--- src/rtl/scarv_cop_insn_buf_pkg.sv ---
// Shared types and constants for the XCrypto COP instruction buffer:
// FSM state encoding and the execution result codes.
package scarv_cop_insn_buf_pkg;

  typedef enum logic [2:0] {
    ST_IDLE  = 3'd0,
    ST_ISSUE = 3'd1,
    ST_WAIT  = 3'd2,
    ST_RESP  = 3'd3,
    ST_HOLD  = 3'd4
  } state_t;

  localparam logic [2:0] SCARV_COP_RSLT_SUCCESS = 3'b000;
  localparam logic [2:0] SCARV_COP_RSLT_TIMEOUT = 3'b111;

endpackage

--- src/rtl/scarv_cop_watchdog.sv ---
// Clear/enable/expire cycle counter; expire flags the TIMEOUT_CYCLES-th
// consecutive enabled cycle since the last clear.
module scarv_cop_watchdog #(
  parameter int TIMEOUT_CYCLES = 255
) (
  input  logic clk,
  input  logic rst,
  input  logic clr,
  input  logic en,
  output logic expire
);

  localparam int CW = $clog2(TIMEOUT_CYCLES + 1);

  logic [CW-1:0] cnt;

  always_ff @(posedge clk) begin
    if (rst || clr)  cnt <= '0;
    else if (en)     cnt <= cnt + 1'b1;
  end

  assign expire = en && (cnt == CW'(TIMEOUT_CYCLES - 1));

endmodule

--- src/rtl/scarv_cop_insn_buf.sv ---
// COP instruction buffer: accept, issue to decode, capture execute result,
// hold response until CPU ack. Optional watchdog: SCARV_COP_INSN_TIMEOUT_EN.
module scarv_cop_insn_buf
  import scarv_cop_insn_buf_pkg::*;
#(
  parameter int TIMEOUT_CYCLES = 255
) (
  input  logic        g_clk,
  input  logic        g_reset,
  input  logic        cpu_insn_req,
  output logic        cop_insn_ack,
  input  logic        cpu_abort_req,
  input  logic [31:0] cpu_insn_enc,
  input  logic [31:0] cpu_rs1,
  output logic        cop_wen,
  output logic [4:0]  cop_waddr,
  output logic [31:0] cop_wdata,
  output logic [2:0]  cop_result,
  output logic        cop_insn_rsp,
  input  logic        cpu_insn_ack,
  output logic        id_valid,
  input  logic        id_ready,
  output logic [31:0] id_enc,
  output logic [31:0] id_rs1,
  input  logic        ex_done,
  input  logic        ex_wen,
  input  logic [4:0]  ex_waddr,
  input  logic [31:0] ex_wdata,
  input  logic [2:0]  ex_result,
  output logic        busy
);

  state_t      state, state_nxt;
  logic        discard, discard_nxt;
  logic        lat_req, lat_ex, lat_tmo;
  logic        tmo;
  logic        wen_q;
  logic [4:0]  waddr_q;
  logic [31:0] wdata_q;
  logic [2:0]  result_q;

`ifdef SCARV_COP_INSN_TIMEOUT_EN
  scarv_cop_watchdog #(.TIMEOUT_CYCLES(TIMEOUT_CYCLES)) u_wdog (
    .clk    (g_clk),
    .rst    (g_reset),
    .clr    (state != ST_WAIT),
    .en     (state == ST_WAIT),
    .expire (tmo)
  );
`else
  logic unused_timeout_cfg;
  assign unused_timeout_cfg = ^TIMEOUT_CYCLES;
  assign tmo = 1'b0;
`endif

  always_comb begin
    state_nxt    = state;
    discard_nxt  = discard;
    lat_req      = 1'b0;
    lat_ex       = 1'b0;
    lat_tmo      = 1'b0;
    cop_insn_ack = 1'b0;
    case (state)
      ST_IDLE: begin
        cop_insn_ack = cpu_insn_req;
        if (cpu_insn_req) begin
          lat_req   = 1'b1;
          state_nxt = ST_ISSUE;
        end
      end
      ST_ISSUE: begin
        if (cpu_abort_req) state_nxt = ST_IDLE;
        else if (id_ready) state_nxt = ST_WAIT;
      end
      ST_WAIT: begin
        // Abort coinciding with completion/timeout still discards the result.
        if (ex_done || tmo) begin
          if (discard || cpu_abort_req) begin
            discard_nxt = 1'b0;
            state_nxt   = ST_HOLD;
          end else begin
            lat_ex    = ex_done;
            lat_tmo   = !ex_done;
            state_nxt = ST_RESP;
          end
        end else if (cpu_abort_req) begin
          discard_nxt = 1'b1;
        end
      end
      ST_RESP: begin
        if (cpu_insn_ack) state_nxt = ST_HOLD;
      end
      ST_HOLD: state_nxt = ST_IDLE;
      default: state_nxt = ST_IDLE;
    endcase
  end

  always_ff @(posedge g_clk) begin
    if (g_reset) begin
      state    <= ST_IDLE;
      discard  <= 1'b0;
      id_enc   <= '0;
      id_rs1   <= '0;
      wen_q    <= 1'b0;
      waddr_q  <= '0;
      wdata_q  <= '0;
      result_q <= SCARV_COP_RSLT_SUCCESS;
    end else begin
      state   <= state_nxt;
      discard <= discard_nxt;
      if (lat_req) begin
        id_enc <= cpu_insn_enc;
        id_rs1 <= cpu_rs1;
      end
      if (lat_ex) begin
        wen_q    <= ex_wen;
        waddr_q  <= ex_waddr;
        wdata_q  <= ex_wdata;
        result_q <= ex_result;
      end else if (lat_tmo) begin
        wen_q    <= 1'b0;
        result_q <= SCARV_COP_RSLT_TIMEOUT;
      end
    end
  end

  assign cop_insn_rsp = (state == ST_RESP);
  assign cop_wen      = cop_insn_rsp && wen_q;
  assign cop_waddr    = waddr_q;
  assign cop_wdata    = wdata_q;
  assign cop_result   = result_q;
  assign id_valid     = (state == ST_ISSUE);
  assign busy         = (state != ST_IDLE);

endmodule

--- config.mk ---
export PLATFORM = sky130hd
export DESIGN_NAME = scarv_cop_insn_buf
export DESIGN_NICKNAME = d
export VERILOG_FILES = /design/src/rtl/scarv_cop_insn_buf_pkg.sv /design/src/rtl/scarv_cop_watchdog.sv /design/src/rtl/scarv_cop_insn_buf.sv
export SDC_FILE = /design/constraint.sdc
export NUM_CORES = 1
export LEC_CHECK = 0
export BUFFER_PORTS_ARGS = -buffer_cell sky130_fd_sc_hd__clkbuf_2
export CORE_AREA = 2 2 103 105
export DETAILED_ROUTE_END_ITERATION = 16
export DIE_AREA = 0 0 105 107
export GPL_TIMING_DRIVEN = 0
export PLACE_DENSITY_LB_ADDON = 0.1
export SLEW_MARGIN = 30
export SYNTH_ARGS = -nofsm -noshare
export SYNTH_HDL_FRONTEND = slang
export SYNTH_SLANG_ARGS = --single-unit
--- constraint.sdc ---
create_clock -name g_clk -period 1.4 [get_ports g_clk]
set_input_delay 0 -clock g_clk [delete_from_list [all_inputs] [get_ports g_clk]]
set_output_delay 0 -clock g_clk [all_outputs]
set_load 0.02 [all_outputs]
== Word level (Yosys, flattened, before mapping) ==
Cells that the tools add are included.

* Order comparisons: 0
* Reductions and logical operators: 9
* Multiplexer cells: 23
* Add/sub/neg operators: 0
* Shift operators: 0
* Bitwise gates (word level): 0
* Divide/modulo/power cells: 0
* Eq/ne operators: 8
* $mul: 0

{| class="wikitable"
|+ Operator list
! cell !! number
|-
| $mux 3 || 8
|-
| $mux 1 || 14
|-
| $pmux 3 s4 || 1
|-
| $eq 3x2->1 const B || 2
|-
| $ne 2x1->1 const B || 2
|-
| $ne 2x2->1 const B || 2
|-
| $reduce_and 4->1 || 1
|-
| $reduce_bool 2->1 || 2
|-
| $eq 3x1->1 const B || 1
|-
| $logic_not 3->1 || 1
|-
| $ne 3x2->1 const B || 1
|-
| $reduce_and 3->1 || 1
|-
| $reduce_bool 3->1 || 1
|-
| $logic_and 1x1->1 || 1
|-
| $logic_not 1->1 || 1
|-
| $logic_or 1x1->1 || 1
|}

* Bits in latches: 0
* Flip-flop bits (word level): 109
* ROM bits: 0
* Logic and storage cells: 48
* Memory bits (writable): 0
* Output and inout bits: 109
* Memories kept: 0

== Depth between registers and ports, before layout ==
Gate-level depths: netlist of the first run.

* Depth after elaboration: 6
* Gate-level depth with buffers: 7

== Worst setup path after synthesis of the first run ==
Ideal clock, no wire load.

* Path kind: register -> register
* From: register state[1]
* To: register result_q[0] (netlist: cop_result[0])
* Stages on the path, launching flop included: 7
* Arrival time: 1,300 ps
* Clock period less this slack: 1,432 ps
* Buffers on the path: 2
* Path slack: -32 ps
* Required time: 1,268 ps
* Cells stage by stage: dfxtp_1 -> nand2_1 -> or4b_1 -> clkbuf_1 -> buf_2 -> nand2_1 -> a21oi_1

* Longest elaborated chain between the ends: 3
* Elaborated cells between the ends (all ways): 5
* Those cells by class: eq/ne: 1; mux: 3; reduce/logical: 1

{| class="wikitable"
|+ RTL lines
! element !! line !! text
|-
| from (decl) || scarv_cop_insn_buf.sv:33 || <nowiki>state_t state, state_nxt;</nowiki>
|-
| from (signal assigned) || scarv_cop_insn_buf.sv:109 || <nowiki>state <= state_nxt;</nowiki>
|-
| $eq 3x2->1 * || scarv_cop_insn_buf.sv:63 || <nowiki>case (state)</nowiki>
|-
| $mux 1 || scarv_cop_insn_buf.sv:63 ||
|-
| $mux 3 / $reduce_bool 2->1 (equally long branches) || n/a ||
|-
| to (signal assigned) || scarv_cop_insn_buf.sv:119 || <nowiki>result_q <= ex_result;</nowiki>
|-
| to (decl) || scarv_cop_insn_buf.sv:40 || <nowiki>logic [2:0] result_q;</nowiki>
|}

Mark *: on every way between the ends. The rest lies on a longest branch, timed or not.
A chain may end at the register's enable or synchronous reset.

== Final worst setup path of the first run ==
* From: register state[1]
* To: output port cop_insn_ack

* Longest elaborated chain between the ends: 2

{| class="wikitable"
|+ RTL lines
! element !! line !! text
|-
| $logic_not 3->1 || scarv_cop_insn_buf.sv:63 ||
|-
| $mux 1 || scarv_cop_insn_buf.sv:63 ||
|-
| to (decl) || scarv_cop_insn_buf.sv:11 || <nowiki>output logic cop_insn_ack,</nowiki>
|}

No other way between the ends.

==> results of run 1 <==
## stage by stage
stage	instance area, sq um	worst slack, ns	instances
floorplan	3900	-0.00261	490
global placement	5170	-0.205	845
detailed placement	5170	-0.236	845
CTS	6550	-0.115	969
global route	7260	-0.166	980
finish	7260	-0.127	980
## what timing repair did
item | in CTS | in global routing
hold buffers | 106 | 0
hold endpoints to repair | 106 | 0
buffers inserted | 2 | 5
resized for setup | 36 | 160
endpoints found under the setup margin | 103 | 105
pin swaps | 0 | 50
gates cloned | 0 | 7
## flip-flops by register name (all words and copies together), names as in the netlist
signal and count:
cop_result 3, cop_wdata 32, state 3, discard 1, cop_waddr 5, id_rs1 32
wen_q 1, id_enc 32
## final cells by class
cell class / count / area share
repair buffers: 338 / 0.324
flip-flops and latches: 109 / 0.302
multi-input cells: 345 / 0.281
plain buffers: 35 / 0.0436
well taps: 136 / 0.0234
clock buffers: 10 / 0.0190
clock inverters: 6 / 0.00621
inverters: 1 / 0.000862
## where the power goes
group          switching [mW]  internal, mW  total [mW]
clock network            1.11         0.712        1.83
registers              0.0968          3.26        3.35
logic                   0.812         0.759        1.57
total                    2.02          4.73        6.75
## layer usage
metal / wire (microns) / share of wire
met1: 5530 / 0.39
met2: 7230 / 0.51
met3: 965 / 0.069
met4: 350 / 0.025
met5: 0 / 0
## cells by family after synthesis
logic type,count (synthesis),synth area share
AO/OA/AOI/OAI,109,0.143
buffers and inverters,37,0.0454
multiplexers,2,0.00519
flip-flops,109,0.566
AND/OR/NAND/NOR,233,0.241
## worst max-delay path by stage
stage             start            end  slack (ns)  cells past startpoint
2_1_floorplan  state[0]  cop_result[0]      -0.003                      6
3_3_place_gp   state[1]     id_enc[16]       -0.20                      6
3_5_place_dp   state[1]   cop_waddr[0]       -0.24                      5
4_1_cts        state[1]   cop_insn_ack       -0.11                      5
5_1_grt        state[1]   cop_insn_ack       -0.17                      5
6_report       state[1]   cop_insn_ack       -0.13                      5
## Yosys cell counts, drive strengths merged
cell type,number
buf,18
or4,1
nand2,214
mux2i,2
or3,2
nor4b,1
nor2b,3
and2,1
a21oi,105
or4b,1
a31oi,1
o21ai,2
and3,1
nand2b,2
nor3,2
nor4,1
a311oi,1
inv,1
dfxtp,109
nor2,2
clkbuf,18
and3b,1
nand3,1
## worst max-delay path: cells and delay by family, from the launching register on
| kind | cells | cell delay (ns) |
|---|---|---|
| AND/OR/NAND/NOR | 2 | 0.50 |
| buffers and inverters | 3 | 0.30 |
| flip-flops | 1 | 0.38 |
==> results.yml, run 1 <==
global_routing:
  grt.total_usage: 0.215
  met2_usage: 0.387
  grtUsageMet3: 0.0468
  busiest_layer: "met2"
  grt_max_degree: 19
  grt_pass1_wl_microns: 19700
  grt_antenna_before_repair: 0
  use_met1: 0.249
  grt.overflow.total: 0
  grt_pass1_vias: 4302
synth:
  synth_seq_area_share: 0.566
  synthesis.nets: 602
  synth_top_area_cell: "dfxtp_1"
  synth_cells: 490
  yosys-top-cells-area: "dfxtp_1 57%, nand2_1 21%, a21oi_1 14%"
  syn_area_per_cell_sq_um: 7.87
  yosysTopAreaCellShare: 0.566
  yosysWarnings: 0
  netlist_area_sq_um: 3860
  synth_cell_types: 25
  ys_ff_latch: 109
die:
  coreArea_sq_um: 10100
  die_area_sq_um: 11200
  die-width_microns: 105
  rows: 37
  io_pins: 221
  start_util: 0.382
  die_h_microns: 107
drt:
  routedWlPerCell_microns: 14.4
  via_per_inst: 4.72
  drt-total-wl_microns: 14100
  routed-via-count: 4627
  firstDrtPassIters: 4
  drc_errors: 0
  dr.first_iter.drc_count: 172
  postRouteAntennaNets: 0
clocking:
  h-tree-depth: 3
  cts_tree: "done"
  path_clk_slew_ns: 0.10
  cts_sinks: 109
  cts_buffers: 9
  clockRootBuffer: "clkbuf_8"
  clockBufferDepth: 2
  clkLatencyLatePin_ns: 0.37
setup_path:
  rr_worst_depth: 5
  path_cells: "nand2b_4, or3_4, inv_4, buf_6, buf_8"
  path_max_fanout: 4
  r2r-end: "cop_wdata[3]"
  arrival_ns: 1.53
  cp.required_ns: 1.40
  r2r_slack_ns: -0.11
  cp_slowest_cell: "dfxtp_4"
  worst_setup_path_start_kind: "register"
  end_kind: "output port"
  critPathKind: "reg -> out"
  rr_startpoint: "discard"
  critPathMaxStageDelay_ns: 0.38
finish:
  area_growth_pct: 88.2
  fillCellCount: 763
  final_common_cell: "clkbuf_2"
  seq_area_sq_um: 2190
  nNetsFinal: 951
  drive_gt1_frac: 0.456
  insertedDiodeCount: 0
  layout_common_cells: "217 x clkbuf_2, 171 x nand2_1, 106 x dlygate4sd3_1"
  fin_util: 0.719
  multi_input_area_sq_um: 2040
hold_path:
  min_from: "cpu_abort_req"
  hold_depth: 3
  min_to: "state[2]"
  min_path_type: "in -> reg"
placed_design:
  place.gp.congestion: 0.766
  dp_hpwl_microns: 8260
  portBuffers: 219
pwr:
  p_per_area_nw_per_um2: 930
  ir_drop_uv: 628
  power.leakage_nw: 3.15
  p_total_mw: 6.75
sta:
  rsz0062_at_grt: "true"
  setup_slack_ns: -0.127
  fin_hold_ws_ns: 0.0795
  final_min_period_over_clock_period: 1.09
  worst_slew_pin_slew_ns: 0.750
  relSlewSlack: 0.500
  fmax_ghz: 0.655
  period_needed_ns: 1.53
  setup_viol: 106
  fin_worst_skew_ns: 0.0154
  finalHoldViolCount: 0
  fin_tns_setup_ns: -6.65
  report.final.slew_viol_count: 0
flow_run:
  maxCapViolations: 0
status:
  violations: "setup timing"
  status: "finished with violations"
Power figures use the tool's default switching activity.
==> run 2: changes to the inputs <==
GPL_TIMING_DRIVEN = not set   (was 0)
TNS_END_PERCENT = 30   (was not set)
==> run 2 against run 1 <==
Against the previous run: the flow still finishes with violations (setup timing); wire length fell by 9.0%; worst hold slack got worse by 0.039 ns; global-route usage barely moved; die area did not move; clock power rose by 30%; combinational power fell by 3%; critical path type is now reg -> reg.
==> results.yml, run 2 (synthesis gave the netlist of run 1 again) <==
global_routing:
  grt.total_usage: 0.215
  grt_antenna_before_repair: 0
  grt.overflow.total: 0
  grt_pass1_vias: 4294
  grt_pass1_wl_microns: 19700
  grt_max_degree: 53
sta:
  finalHoldViolCount: 0
  fin_worst_skew_ns: 0.00711
  relSlewSlack: 0.758
  setup_slack_ns: -0.105
  worst_slew_pin_slew_ns: 0.363
  rsz0062_at_grt: "true"
  final_min_period_over_clock_period: 1.08
  setup_viol: 99
  report.final.slew_viol_count: 0
  fmax_ghz: 0.664
  period_needed_ns: 1.51
hold_path:
  min_from: "g_reset"
  min_path_type: "in -> reg"
  min_to: "cop_result[0]"
  hold_depth: 2
clocking:
  clockRootBuffer: "clkbuf_8"
  cts_buffers: 9
  cts_sinks: 109
  cts_tree: "done"
  h-tree-depth: 3
  clkLatencyLatePin_ns: 0.36
  clockBufferDepth: 2
  path_clk_slew_ns: 0.10
setup_path:
  worst_setup_path_start_kind: "register"
  rr_worst_depth: 6
  rr_startpoint: "state[1]"
  end_kind: "register"
  crit_buf_inv: 2
  arrival_ns: 1.74
  critPathKind: "reg -> reg"
  cp.required_ns: 1.64
  crit_start: "state[1]"
  r2r-end: "cop_wdata[21]"
  path_max_fanout: 22
  r2r_slack_ns: -0.11
  path_cells: "buf_4, nand2_2, or4b_4, buf_12, nand2_1, a21oi_1"
  critPathTopFamily: "simple AND/OR/NAND/NOR gates"
  cp_slowest_cell: "or4b_4"
  critPathMaxStageDelay_ns: 0.52
pwr:
  intPower_mw: 5.34
  p_switching_mw: 1.89
  clock_power_share: 0.327
  pwr-share-seq: 0.463
  p_per_area_nw_per_um2: 1060
  p_total_mw: 7.23
  switching_share: 0.261
  comb_power_share: 0.210
  power.leakage_nw: 3.07
  ir_drop_uv: 690
die:
  io_pins: 221
  start_util: 0.382
  coreArea_sq_um: 10100
  die-width_microns: 105
  rows: 37
  die_area_sq_um: 11200
  die_h_microns: 107
status:
  status: "finished with violations"
  violations: "setup timing"
placed_design:
  place.gp.congestion: 0.784
  dp_hpwl_microns: 7620
  dpl.cell_count: 829
  post_dp_cell_area_sq_um: 5170
  portBuffers: 220
finish:
  final_common_cell: "clkbuf_2"
  final_cells: 961
  fillCellCount: 847
  insertedDiodeCount: 0
  area_growth_pct: 77.3
  fin_util: 0.678
  drive_gt1_frac: 0.358
  nNetsFinal: 932
  layout_common_cells: "214 x clkbuf_2, 211 x nand2_1, 107 x dfxtp_1"
  final_area_sq_um: 6840
drt:
  via_per_inst: 4.57
  firstDrtPassIters: 6
  drc_errors: 0
  drt-total-wl_microns: 12800
  postRouteAntennaNets: 0
  routedWlPerCell_microns: 13.3
  dr.first_iter.drc_count: 165
  routed-via-count: 4389
flow_run:
  maxCapViolations: 0
## run 2: changes by cell type in the layout (fill, tap and decap cells not counted), sizes merged
| cell | before | now |
|---|---|---|
| inv | 3 | 0 |
| bufinv | 0 | 3 |
| clkbuf | 248 | 232 |
| bufbuf | 0 | 1 |
| or4b | 2 | 1 |
| clkinv | 4 | 1 |
## run 2: metrics by stage
| stage | hold slack [ns] | worst slack (ns) | setup TNS [ns] |
|---|---|---|---|
| 6_report | 0.0408 | -0.105 | -4.43 |
| 5_1_grt | 0.0307 | -0.170 | -12.32 |
| 4_1_cts | 0.0318 | -0.164 | -10.26 |
| 3_5_place_dp | 0.228 | -0.152 | -9.57 |
| 3_3_place_gp | 0.223 | -0.0978 | -6.19 |
| 2_1_floorplan | 0.116 | -0.00261 | -0.101 |
## run 2: power by group through the flow
stage	registers, mW	logic, mW	clock network (mW)
floorplan	3.60	0.431	0
global placement	3.41	1.07	0
detailed placement	3.41	1.08	0
CTS	3.34	1.40	2.42
global route	3.37	1.64	2.54
finish	3.35	1.52	2.37
## run 2: layout make-up
type                    count  area (sq um)  area share
repair buffers            355          2600       0.381
flip-flops and latches    109          2190       0.320
multi-input cells         344          1610       0.235
well taps                 136           170      0.0249
clock buffers              13           169      0.0247
clock inverters             3          90.1      0.0132
inverters                   1          8.76     0.00128
## run 2: worst max-delay path by stage
stage / endpoint / cells past startpoint / slack [ns]
2_1_floorplan: cop_result[0] / 6 / -0.003
3_3_place_gp: id_enc[17] / 6 / -0.1
3_5_place_dp: id_enc[19] / 6 / -0.15
4_1_cts: cop_insn_ack / 5 / -0.16
5_1_grt: cop_result[1] / 8 / -0.17
6_report: cop_wdata[21] / 6 / -0.11
## run 2: timing repair
action / in CTS / in global routing
cloned: 1 / 4
buffers inserted: 4 / 1
endpoints found under the setup margin: 110 / 112
resized for setup: 17 / 38
hold buffers: 106 / 0
hold endpoints to repair: 106 / 0
pin swaps: 12 / 4
## run 2: metal layers
layer,global-route usage,up-vias,share of wire,wire length [microns]
li1,-,2234,-,-
met1,0.243,1980,0.40,5090
met2,0.387,151,0.52,6610
met3,0.0480,24,0.062,801
met4,0.0943,0,0.025,316
met5,0,-,0,0
## run 2: worst register-to-register path: stages (launching register included)
cell     delay (ns)
dfxtp_2        0.36
buf_4          0.11
nand2_2        0.04
or4b_4         0.52
buf_12         0.18
nand2_1        0.09
a21oi_1        0.08
